--- src/rtl/alu_mul_seq.sv ---
// Purpose : unsigned shift-and-add multiplier that borrows the shared 32-bit ALU for its adds.
// Latency : k+1 cycles from accept to done (k = index of highest set multiplier bit + 1), 1 when multiplier is 0.
// Backpressure: start is taken only while ready; busy holds the ALU mux and stalls the datapath.
//
// Ports:
//   clk, rst               - clock and synchronous active-high reset
//   start / ready          - request handshake, accepted when both high
//   busy                   - this block owns the ALU input mux
//   multiplicand/multiplier- operands, sampled on the accept edge only
//   product / done         - registered low WIDTH bits of the product, done pulses once
//   alu_a/alu_b/alu_ctrl   - drive the shared ALU inputs
//   alu_y                  - ALU result, trusted only while alu_ctrl is ADD
module alu_mul_seq #(
  parameter int WIDTH = 32,
  parameter int CNT_W = 5
) (
  input  logic             clk,
  input  logic             rst,
  input  logic             start,
  output logic             ready,
  output logic             busy,
  input  logic [WIDTH-1:0] multiplicand,
  input  logic [WIDTH-1:0] multiplier,
  output logic [WIDTH-1:0] product,
  output logic             done,
  output logic [WIDTH-1:0] alu_a,
  output logic [WIDTH-1:0] alu_b,
  output logic [2:0]       alu_ctrl,
  input  logic [WIDTH-1:0] alu_y
);

  // ALU operation codes shared with the ALU decoder.
  localparam logic [2:0] ALU_ADD = 3'b010;
  localparam logic [2:0] ALU_OFF = 3'b000;

  typedef enum logic [1:0] {
    IDLE = 2'd0,
    ITER = 2'd1,
    DONE = 2'd2
  } state_t;

  state_t             state, state_d;
  logic [WIDTH-1:0]   acc, acc_d;
  logic [WIDTH-1:0]   mc, mc_d;
  logic [WIDTH-1:0]   mp, mp_d;
  logic [CNT_W-1:0]   cnt, cnt_d;

  always_ff @(posedge clk) begin
    if (rst) begin
      state <= IDLE;
    end else begin
      state <= state_d;
    end
  end

  always_ff @(posedge clk) begin
    if (rst) begin
      acc     <= '0;
      mc      <= '0;
      mp      <= '0;
      cnt     <= '0;
      product <= '0;
    end else begin
      acc <= acc_d;
      mc  <= mc_d;
      mp  <= mp_d;
      cnt <= cnt_d;
      // Load on the edge entering DONE so product is valid alongside the done pulse.
      if (state != DONE && state_d == DONE) begin
        product <= acc_d;
      end
    end
  end

  always_comb begin
    state_d  = state;
    acc_d    = acc;
    mc_d     = mc;
    mp_d     = mp;
    cnt_d    = cnt;
    alu_a    = '0;
    alu_b    = '0;
    alu_ctrl = ALU_OFF;
    done     = 1'b0;

    unique case (state)
      IDLE: begin
        if (start) begin
          mc_d    = multiplicand;
          mp_d    = multiplier;
          acc_d   = '0;
          cnt_d   = '0;
          state_d = (multiplier == '0) ? DONE : ITER;
        end
      end

      ITER: begin
        // The ALU floats its output when OFF, so acc only follows alu_y on an ADD.
        if (mp[0]) begin
          alu_ctrl = ALU_ADD;
          alu_a    = acc;
          alu_b    = mc;
          acc_d    = alu_y;
        end
        mc_d  = mc << 1;
        mp_d  = mp >> 1;
        cnt_d = cnt + 1'b1;
        // Stop as soon as no set multiplier bits remain; the count bound is a backstop.
        if (mp_d == '0 || cnt == CNT_W'(WIDTH - 1)) begin
          state_d = DONE;
        end
      end

      DONE: begin
        done    = 1'b1;
        state_d = IDLE;
      end

      default: begin
        state_d = IDLE;
      end
    endcase
  end

  assign ready = (state == IDLE);
  assign busy  = (state != IDLE);

endmodule

--- config.mk ---
export PLATFORM = sky130hd
export DESIGN_NAME = alu_mul_seq
export DESIGN_NICKNAME = d
export VERILOG_FILES = /design/src/rtl/alu_mul_seq.sv
export SDC_FILE = /design/constraint.sdc
export NUM_CORES = 1
export LEC_CHECK = 0
export ABC_AREA = 1
export BUFFER_PORTS_ARGS = -buffer_cell sky130_fd_sc_hd__buf_2
export CAP_MARGIN = 25
export CELL_PAD_IN_SITES_DETAIL_PLACEMENT = 1
export CELL_PAD_IN_SITES_GLOBAL_PLACEMENT = 2
export CORE_MARGIN = 4
export CORE_UTILIZATION = 29
export DETAILED_ROUTE_END_ITERATION = 8
export GPL_ROUTABILITY_DRIVEN = 0
export PLACE_DENSITY_LB_ADDON = 0.08
export SLEW_MARGIN = 20
export SYNTH_ARGS = -nofsm -noshare
export SYNTH_HDL_FRONTEND = slang
export SYNTH_SLANG_ARGS = --single-unit
export TNS_END_PERCENT = 10
--- constraint.sdc ---
create_clock -name clk -period 3.06 [get_ports clk]
set_clock_uncertainty 0.15 [all_clocks]
set_input_delay 0.612 -clock clk [delete_from_list [all_inputs] [get_ports clk]]
set_output_delay 0.612 -clock clk [all_outputs]
set_load 0.01 [all_outputs]
Yosys cells after proc, flatten, opt, wreduce, memory -nomap -nowiden
Index checks and enable logic that the tools add are counted.
- register bits after elaboration: 135
- bits in latches: 0
- RAM bits: 0
- memory bits (read-only): 0
- input port bits: 99
- output and inout port bits: 102
- logic and storage cells: 41
- memories kept: 0
- add/sub/neg operators: 1
- multipliers: 0
- div/mod/pow operators: 0
- magnitude comparators: 0
- equality and inequality tests: 6
- shift-type cells: 0
- muxes and demuxes: 20
- bitwise operators: 0
- reduce and logical (&&, ||, !) cells: 8
- operators with widths (kind ; number):
    $mux W32 ; 8
    $pmux W32 S2 ; 3
    $logic_not A32 Y1 ; 2
    $mux W2 ; 5
    $pmux W5 S2 ; 1
    $add A5 B1 Y5 const B ; 1
    $eq A5 B5 Y1 const B ; 1
    $mux W5 ; 1
    $eq A2 B2 Y1 const B ; 2
    $ne A2 B2 Y1 const B ; 2
    $pmux W2 S2 ; 1
    $reduce_bool A2 Y1 ; 2
    $eq A2 B1 Y1 const B ; 1
    $logic_not A2 Y1 ; 1
    $reduce_and A2 Y1 ; 1
    $logic_and A1 B1 Y1 ; 1
    $logic_or A1 B1 Y1 ; 1
    $mux W1 ; 1

Depth between registers and ports, before layout
Gate-level depths: netlist of the first run.
- depth after elaboration: 6
- mapped depth: 13
- depth with buffers taken out: 11

Worst setup path after synthesis of the first run
No wires, ideal clock.
- path type: register to output
- from: reg state[0]
- to: out alu_a[10]
- arrival: 1.350 ns
- data required time: 2.298 ns
- setup slack: 0.948 ns
- stages on the path, launching flop included: 8
- buffers on the path: 3
- cells stage by stage: dfxtp_1 buf_4 nand2_4 nor2_2 inv_1 buf_2 buf_2 nor2_1
- longest elaborated chain between the ends: 2
- RTL lines (item ; RTL line ; source):
    start, declared ; 42 ; state_t state, state_d;
    start signal, assigned ; 52 ; state <= state_d;
    $eq A2 B1 Y1 ; 86 ; unique case (state)
    $mux W32 ; 86 ;
    end, declared ; 26 ; output logic [WIDTH-1:0] alu_a,
No other way between the ends.

Worst setup path after layout of the first run
- from: reg state[1]
- to: out alu_a[14]
The elaborated chain is that of the path after synthesis.

==> flow_summary.toml, run 1 <==
[detailed_routing]
via_count = 6640
routed_wirelength_um = 21700
drtPass1Iterations = 4
drc = 0
drt_iter0_markers = 298
routed_via_density = 4.56
post_drt_wl_per_cell_um = 14.9
antenna_left = 0

[worst_setup_path]
crit_path_start = "state[1]"
startpoint_type = "register"
worst_endpoint_required_time_ns = 2.30
critical_path.reg2reg.startpoint = "cnt[0]"
endpoint_kind = "output pin"
worstPathMaxFanout = 26
worst-setup-path-type = "register to output pin"
critical_path_arrival_ns = 2.01

[yosys]
syn-mean-instance-area_um2 = 6.50
synth_enable_flop_cells = 0
synthesis_warnings = 0
syn-cell-area_um2 = 6440
synth_largest_type_area_fraction_pct = 41.9
synth_area_leaders = "sky130_fd_sc_hd__dfxtp_1 (42%), sky130_fd_sc_hd__nand2_1 (16%), sky130_fd_sc_hd__nor2_1 (11%)"
synth_sequential_area_ratio_pct = 41.9
postSynthRegisterBits = 135
synth_cells = 992
synth_cell_types = 32
synth_async_sr_flop_share_pct = 0
synth_top_area_cell = "sky130_fd_sc_hd__dfxtp_1"
synth.top_cells.by_count = "sky130_fd_sc_hd__nand2_1 (277), sky130_fd_sc_hd__nor2_1 (192), sky130_fd_sc_hd__dfxtp_1 (135), sky130_fd_sc_hd__inv_1 (117), sky130_fd_sc_hd__o21ai_0 (60)"
synthFlopType = "sky130_fd_sc_hd__dfxtp_1"
yosys.cell_count.top_type = "sky130_fd_sc_hd__nand2_1"

[die]
io_pins = 201
design.die.area_um2 = 24700
fp.dieH_um = 157
initial_core_util_pct = 29.5
dieWidth_um = 157
core_region_area_um2 = 21800
placement_rows = 54

[cells_and_area]
layout.nets = 1263
layout.area.seq_um2 = 2700
fillers = 2905
layout-drive-gt1-share_pct = 22.0
multi_input_gate_area_in_the_final_layout_um2 = 2970
post-route-util_pct = 37.3
synthToLayoutAreaGrowth_pct = 26.3
antennaDiodeCount = 0

[placed_design]
i_o_buffers = 198
dp.final_hpwl_um = 15000

[hold_path]
hold_path_class = "primary input to register"
hp-start = "multiplicand[0]"

[clocking]
root_buffer = "sky130_fd_sc_hd__clkbuf_16"
h_tree_level_count = 4
postCtsHoldBufs = 0
cts.sink_count = 135
cts_resized = 0
cts_buffer_depth = 2
worst_skew_pair.late_latency_ns = 0.42
path_clk_slew_ns = 0.06
number_of_buffers_inserted_during_clock_tree_synthesis = 17
buffers_inserted_by_post_cts_timing_repair = 0
cts_tree = "built"

[global_route]
grt_first_pass_wirelength_um = 34700
first_global_vias = 6739
antenna_found_initial = 0
globalRouteTotalUtil_pct = 17.7
largest_net_degree_at_the_start_of_global_routing = 62
global_route.overflow_total = 0

[sta]
tightest_slew_ns = 0.675
finalWorstPathRequiredPeriod_ns = 2.77
achievable-frequency_ghz = 0.361
final_hold_viol_count = 0
timing.final.crit_share_pct = 90.6
slew_viol_final = 0
grt_setup_unrepaired = "no"
slew_headroom_pct = 55.0
setup_viol_count_final = 0
fin_tns_setup_ns = 0
final.hold.worst_slack_ns = 0.295

[status]
outcome = "finished, final reports clean"

[run]
cap_viol_max_count = 0

[power_and_ir_drop]
largest_voltage_drop_on_the_vdd_net_mv = 0.343
power.density_cell_area_nw_per_um2 = 529
leakagePower_nw = 3.83
area by class of cell:
cell class | count | share of cell area (%)
multi-input combinational | 673 | 36.5
clock inverter | 13 | 1.23
clock buffer | 19 | 5.44
inverter | 122 | 5.63
sequential | 135 | 33.2
timing repair buffer | 213 | 13.7
tap | 280 | 4.31
sequential cells by signal (all words and copies together), names as in the netlist:
register  cells
acc          32
mc           32
mp           32
product      32
cnt           5
state         2
layout by cell type (no fill, tap or decap), types with 2 or more instances in the layout:
| cell type | count |
|---|---|
| sky130_fd_sc_hd__nand2_2 | 2 |
| sky130_fd_sc_hd__nor3_1 | 6 |
| sky130_fd_sc_hd__nand2_1 | 276 |
| sky130_fd_sc_hd__ha_1 | 2 |
| sky130_fd_sc_hd__o221ai_1 | 7 |
| sky130_fd_sc_hd__nand3b_1 | 5 |
| sky130_fd_sc_hd__o211ai_1 | 11 |
| sky130_fd_sc_hd__inv_6 | 3 |
| sky130_fd_sc_hd__a22oi_1 | 16 |
| sky130_fd_sc_hd__o21ai_1 | 6 |
| sky130_fd_sc_hd__a31oi_1 | 7 |
| sky130_fd_sc_hd__a221oi_1 | 3 |
| sky130_fd_sc_hd__clkinvlp_4 | 5 |
| sky130_fd_sc_hd__nand3_1 | 17 |
| sky130_fd_sc_hd__o21ai_0 | 60 |
| sky130_fd_sc_hd__a21oi_1 | 48 |
| sky130_fd_sc_hd__o21bai_1 | 4 |
| sky130_fd_sc_hd__conb_1 | 2 |
| sky130_fd_sc_hd__clkinv_4 | 3 |
| sky130_fd_sc_hd__buf_2 | 198 |
| sky130_fd_sc_hd__buf_4 | 14 |
| sky130_fd_sc_hd__nand2_4 | 3 |
| sky130_fd_sc_hd__nor2_2 | 2 |
| sky130_fd_sc_hd__dfxtp_1 | 135 |
| sky130_fd_sc_hd__nor2_1 | 192 |
| sky130_fd_sc_hd__clkbuf_16 | 17 |
| sky130_fd_sc_hd__inv_2 | 5 |
| sky130_fd_sc_hd__clkinv_2 | 2 |
| sky130_fd_sc_hd__inv_1 | 117 |
cells by family (layout without fill, tap and decap cells):
logic type	count (synthesis)	after routing	share of synthesized area, %
AO/OA/AOI/OAI	164	164	14.7
adder cells (fa/ha/maj)	2	2	0.388
buffers and inverters	185	367	12.2
flip-flops	135	135	41.9
other	1	2	0.0582
AND/OR/NAND/NOR	505	505	30.7
worst max-delay path: stages (launching register included):
cell	delay, ns
sky130_fd_sc_hd__dfxtp_1	0.32
sky130_fd_sc_hd__inv_2	0.08
sky130_fd_sc_hd__nand2_4	0.14
sky130_fd_sc_hd__nor2_2	0.25
sky130_fd_sc_hd__inv_1	0.19
sky130_fd_sc_hd__buf_4	0.27
sky130_fd_sc_hd__nor2_1	0.17
sky130_fd_sc_hd__buf_2	0.16
report_power, final:
| part | internal, mW | leakage, nW | switching, mW |
|---|---|---|---|
| clock network | 1.06 | 0.252 | 0.820 |
| registers | 1.83 | 1.10 | 0.0427 |
| logic | 0.185 | 2.47 | 0.356 |
| total | 3.08 | 3.83 | 1.22 |
routing by layer:
layer / wire, µm / part of all wire (%) / track usage (%)
met1: 10300 / 47 / 22.7
met2: 10000 / 46 / 30.1
met3: 1280 / 5.9 / 4.40
met4: 175 / 0.80 / 3.97
met5: 0 / 0 / 0
through the flow:
| step | setup WS [ns] | power (mW) | instance area [µm²] | std cells |
|---|---|---|---|---|
| floorplan | 0.948 | 2.26 | 6450 | 993 |
| global placement | 0.514 | 2.47 | 7590 | 1423 |
| detailed placement | 0.448 | 2.47 | 7590 | 1423 |
| CTS | 0.266 | 4.39 | 8140 | 1455 |
| global route | 0.0954 | 4.54 | 8140 | 1455 |
| finish | 0.288 | 4.30 | 8140 | 1455 |
worst paths after layout:
check	to	slack, ns	cells past startpoint
min reg2reg	mc[0]	0.31	2
max	alu_a[14]	0.29	7
min	mc[0]	0.29	3
max reg2reg	product[15]	0.86	11
Power figures use the tool's default switching activity.
==> run 2, diff against run 1 <==
Settings changed: CORE_MARGIN 4 to not set, MAX_ROUTING_LAYER set to met4.
==> run 2 against run 1 <==
  * First-iteration DRC count fell by 42%
  * Setup slack improved by 0.023 ns
  * Core utilization grew 0.44 points
  * Critical path depth shrank 1
  * Sequential cell count did not move
==> flow_summary.toml, run 2 (same netlist as run 1, synthesis figures left out) <==
[sta]
achievable-frequency_ghz = 0.364
grt_setup_unrepaired = "no"
finalWorstPathRequiredPeriod_ns = 2.75
final_hold_viol_count = 0
setup_viol_count_final = 0
setup_ws_ns = 0.311
slew_headroom_pct = 44.4
tightest_slew_ns = 0.835
fin_tns_setup_ns = 0
final.hold.worst_slack_ns = 0.298
slew_viol_final = 0
timing.final.crit_share_pct = 89.8

[worst_setup_path]
critical_path.slowest_cell = "sky130_fd_sc_hd__inv_2"
crit_path_leading_delay_family = "buffers and inverters"
reg2reg_depth = 8
worstPathMaxFanout = 34
critPathMaxStageDelay_ns = 0.54
startpoint_type = "register"
worst_endpoint_required_time_ns = 2.30
path_buf_inv = 3
reg2reg_to = "product[1]"
worst-setup-path-type = "register to output pin"
critical_path_arrival_ns = 1.99
rrSetupSlack_ns = 0.76
timing.critical_path.mode_cell = "sky130_fd_sc_hd__inv_2"
endpoint_kind = "output pin"
path_cells = "inv_2 -> nand2_4 -> inv_2 -> nand2_1 -> nor2_1 -> buf_2"
critical_path.reg2reg.startpoint = "state[1]"

[cells_and_area]
fillers = 2890
layout-drive-gt1-share_pct = 22.2
layout.area.seq_um2 = 2700
finish.cell_count_without_fillers = 1457
mostFrequentLayoutCell = "sky130_fd_sc_hd__nand2_1"
post-route-util_pct = 37.7
post-route-cell-area_um2 = 8230
layout.cells.most_common_list = "sky130_fd_sc_hd__nand2_1 (276), sky130_fd_sc_hd__buf_2 (198), sky130_fd_sc_hd__nor2_1 (192), sky130_fd_sc_hd__dfxtp_1 (135), sky130_fd_sc_hd__inv_1 (116)"
multi_input_gate_area_in_the_final_layout_um2 = 2970
synthToLayoutAreaGrowth_pct = 27.7
layout.nets = 1265

[die]
design.die.area_um2 = 22800
dieWidth_um = 151
fp.dieH_um = 151
placement_rows = 54
initial_core_util_pct = 29.5
core_region_area_um2 = 21800
io_pins = 201

[global_route]
globalRouteTotalUtil_pct = 19.5
largest_net_degree_at_the_start_of_global_routing = 63
antenna_found_initial = 1
first_global_vias = 6464
global_route.overflow_total = 0
grt_first_pass_wirelength_um = 33200

[detailed_routing]
post_drt_wl_per_cell_um = 14.5
routed_via_density = 4.57
drt_iter0_markers = 172
routed_wirelength_um = 21100
drtPass1Iterations = 4
drc = 0
antenna_left = 0
via_count = 6659

[hold_path]
hp-start = "multiplicand[0]"
min_to = "mc[0]"
hold-path-cell-count = 3
hold_path_class = "primary input to register"

[status]
outcome = "finished, final reports clean"

[clocking]
number_of_buffers_inserted_during_clock_tree_synthesis = 17
worst_skew_pair.late_latency_ns = 0.42
cts_buffer_depth = 2
cts_tree = "built"
postCtsHoldBufs = 0
h_tree_level_count = 4
path_clk_slew_ns = 0.06
cts.sink_count = 135
root_buffer = "sky130_fd_sc_hd__clkbuf_16"

[power_and_ir_drop]
power.density_cell_area_nw_per_um2 = 550
p_total_mw = 4.53
largest_voltage_drop_on_the_vdd_net_mv = 0.349
leakagePower_nw = 3.88

[placed_design]
i_o_buffers = 198
placed_cells_incl_taps = 1423
dp.final_hpwl_um = 14300
dpl_worst_slack_ns = 0.423
detailed_place.area_um2 = 7610

[run]
cap_viol_max_count = 0
[run 2: cell types whose count changed in the layout (fill, tap and decap cells not counted), moves of 2 or more]
cell / delta
sky130_fd_sc_hd__clkinvlp_4: -2
sky130_fd_sc_hd__bufinv_16: +3
sky130_fd_sc_hd__inv_6: -2
sky130_fd_sc_hd__clkinv_2: +2
[run 2: worst max path at each step]
| stage | start | to | slack [ns] | cells past startpoint |
|---|---|---|---|---|
| floorplan | state[0] | alu_a[10] | 0.95 | 7 |
| global placement | multiplier[26] | product[16] | 0.46 | 11 |
| detailed placement | multiplier[31] | product[2] | 0.42 | 11 |
| CTS | state[1] | alu_a[29] | 0.16 | 7 |
| global route | state[1] | alu_b[30] | 0.11 | 6 |
| finish | state[1] | alu_b[27] | 0.31 | 6 |
[run 2: timing repair]
action                                  4_1_cts  5_1_grt
gates resized for setup                       0        1
endpoints found under the hold margin         0        0
endpoints found under the setup margin        0        1
buffers inserted                              0        2
[run 2: layer usage]
layer / up-vias / GRT usage (%) / wire length [µm]
met3: 16 / 4.04 / 872
met1: 3103 / 24.4 / 10300
met4: 0 / 3.90 / 151
met5: - / - / 0
met2: 131 / 32.3 / 9830
li1: 3409 / - / -
[run 2: where the power goes]
part	switching, mW	internal [mW]
sequential	0.0438	1.84
combinational	0.357	0.187
clock	0.790	1.32
[run 2: cell type report]
class	instances	share of cell area, %
Multi-Input combinational cell	673	36.0
Sequential cell	135	32.8
Timing Repair Buffer	215	13.9
Inverter	122	5.61
Clock buffer	19	5.50
Tap cell	280	4.26
Clock inverter	12	1.84
Antenna cell	1	0.0304
[run 2: worst register-to-register path, cell delays in order, from the launching register on]
cell and delay (ns):
sky130_fd_sc_hd__dfxtp_1 0.32, sky130_fd_sc_hd__inv_2 0.08, sky130_fd_sc_hd__nand2_4 0.13, sky130_fd_sc_hd__inv_2 0.54
sky130_fd_sc_hd__nand2_4 0.20, sky130_fd_sc_hd__nand2_4 0.49, sky130_fd_sc_hd__nand2_1 0.16, sky130_fd_sc_hd__nand2_1 0.10
sky130_fd_sc_hd__nor2_1 0.04
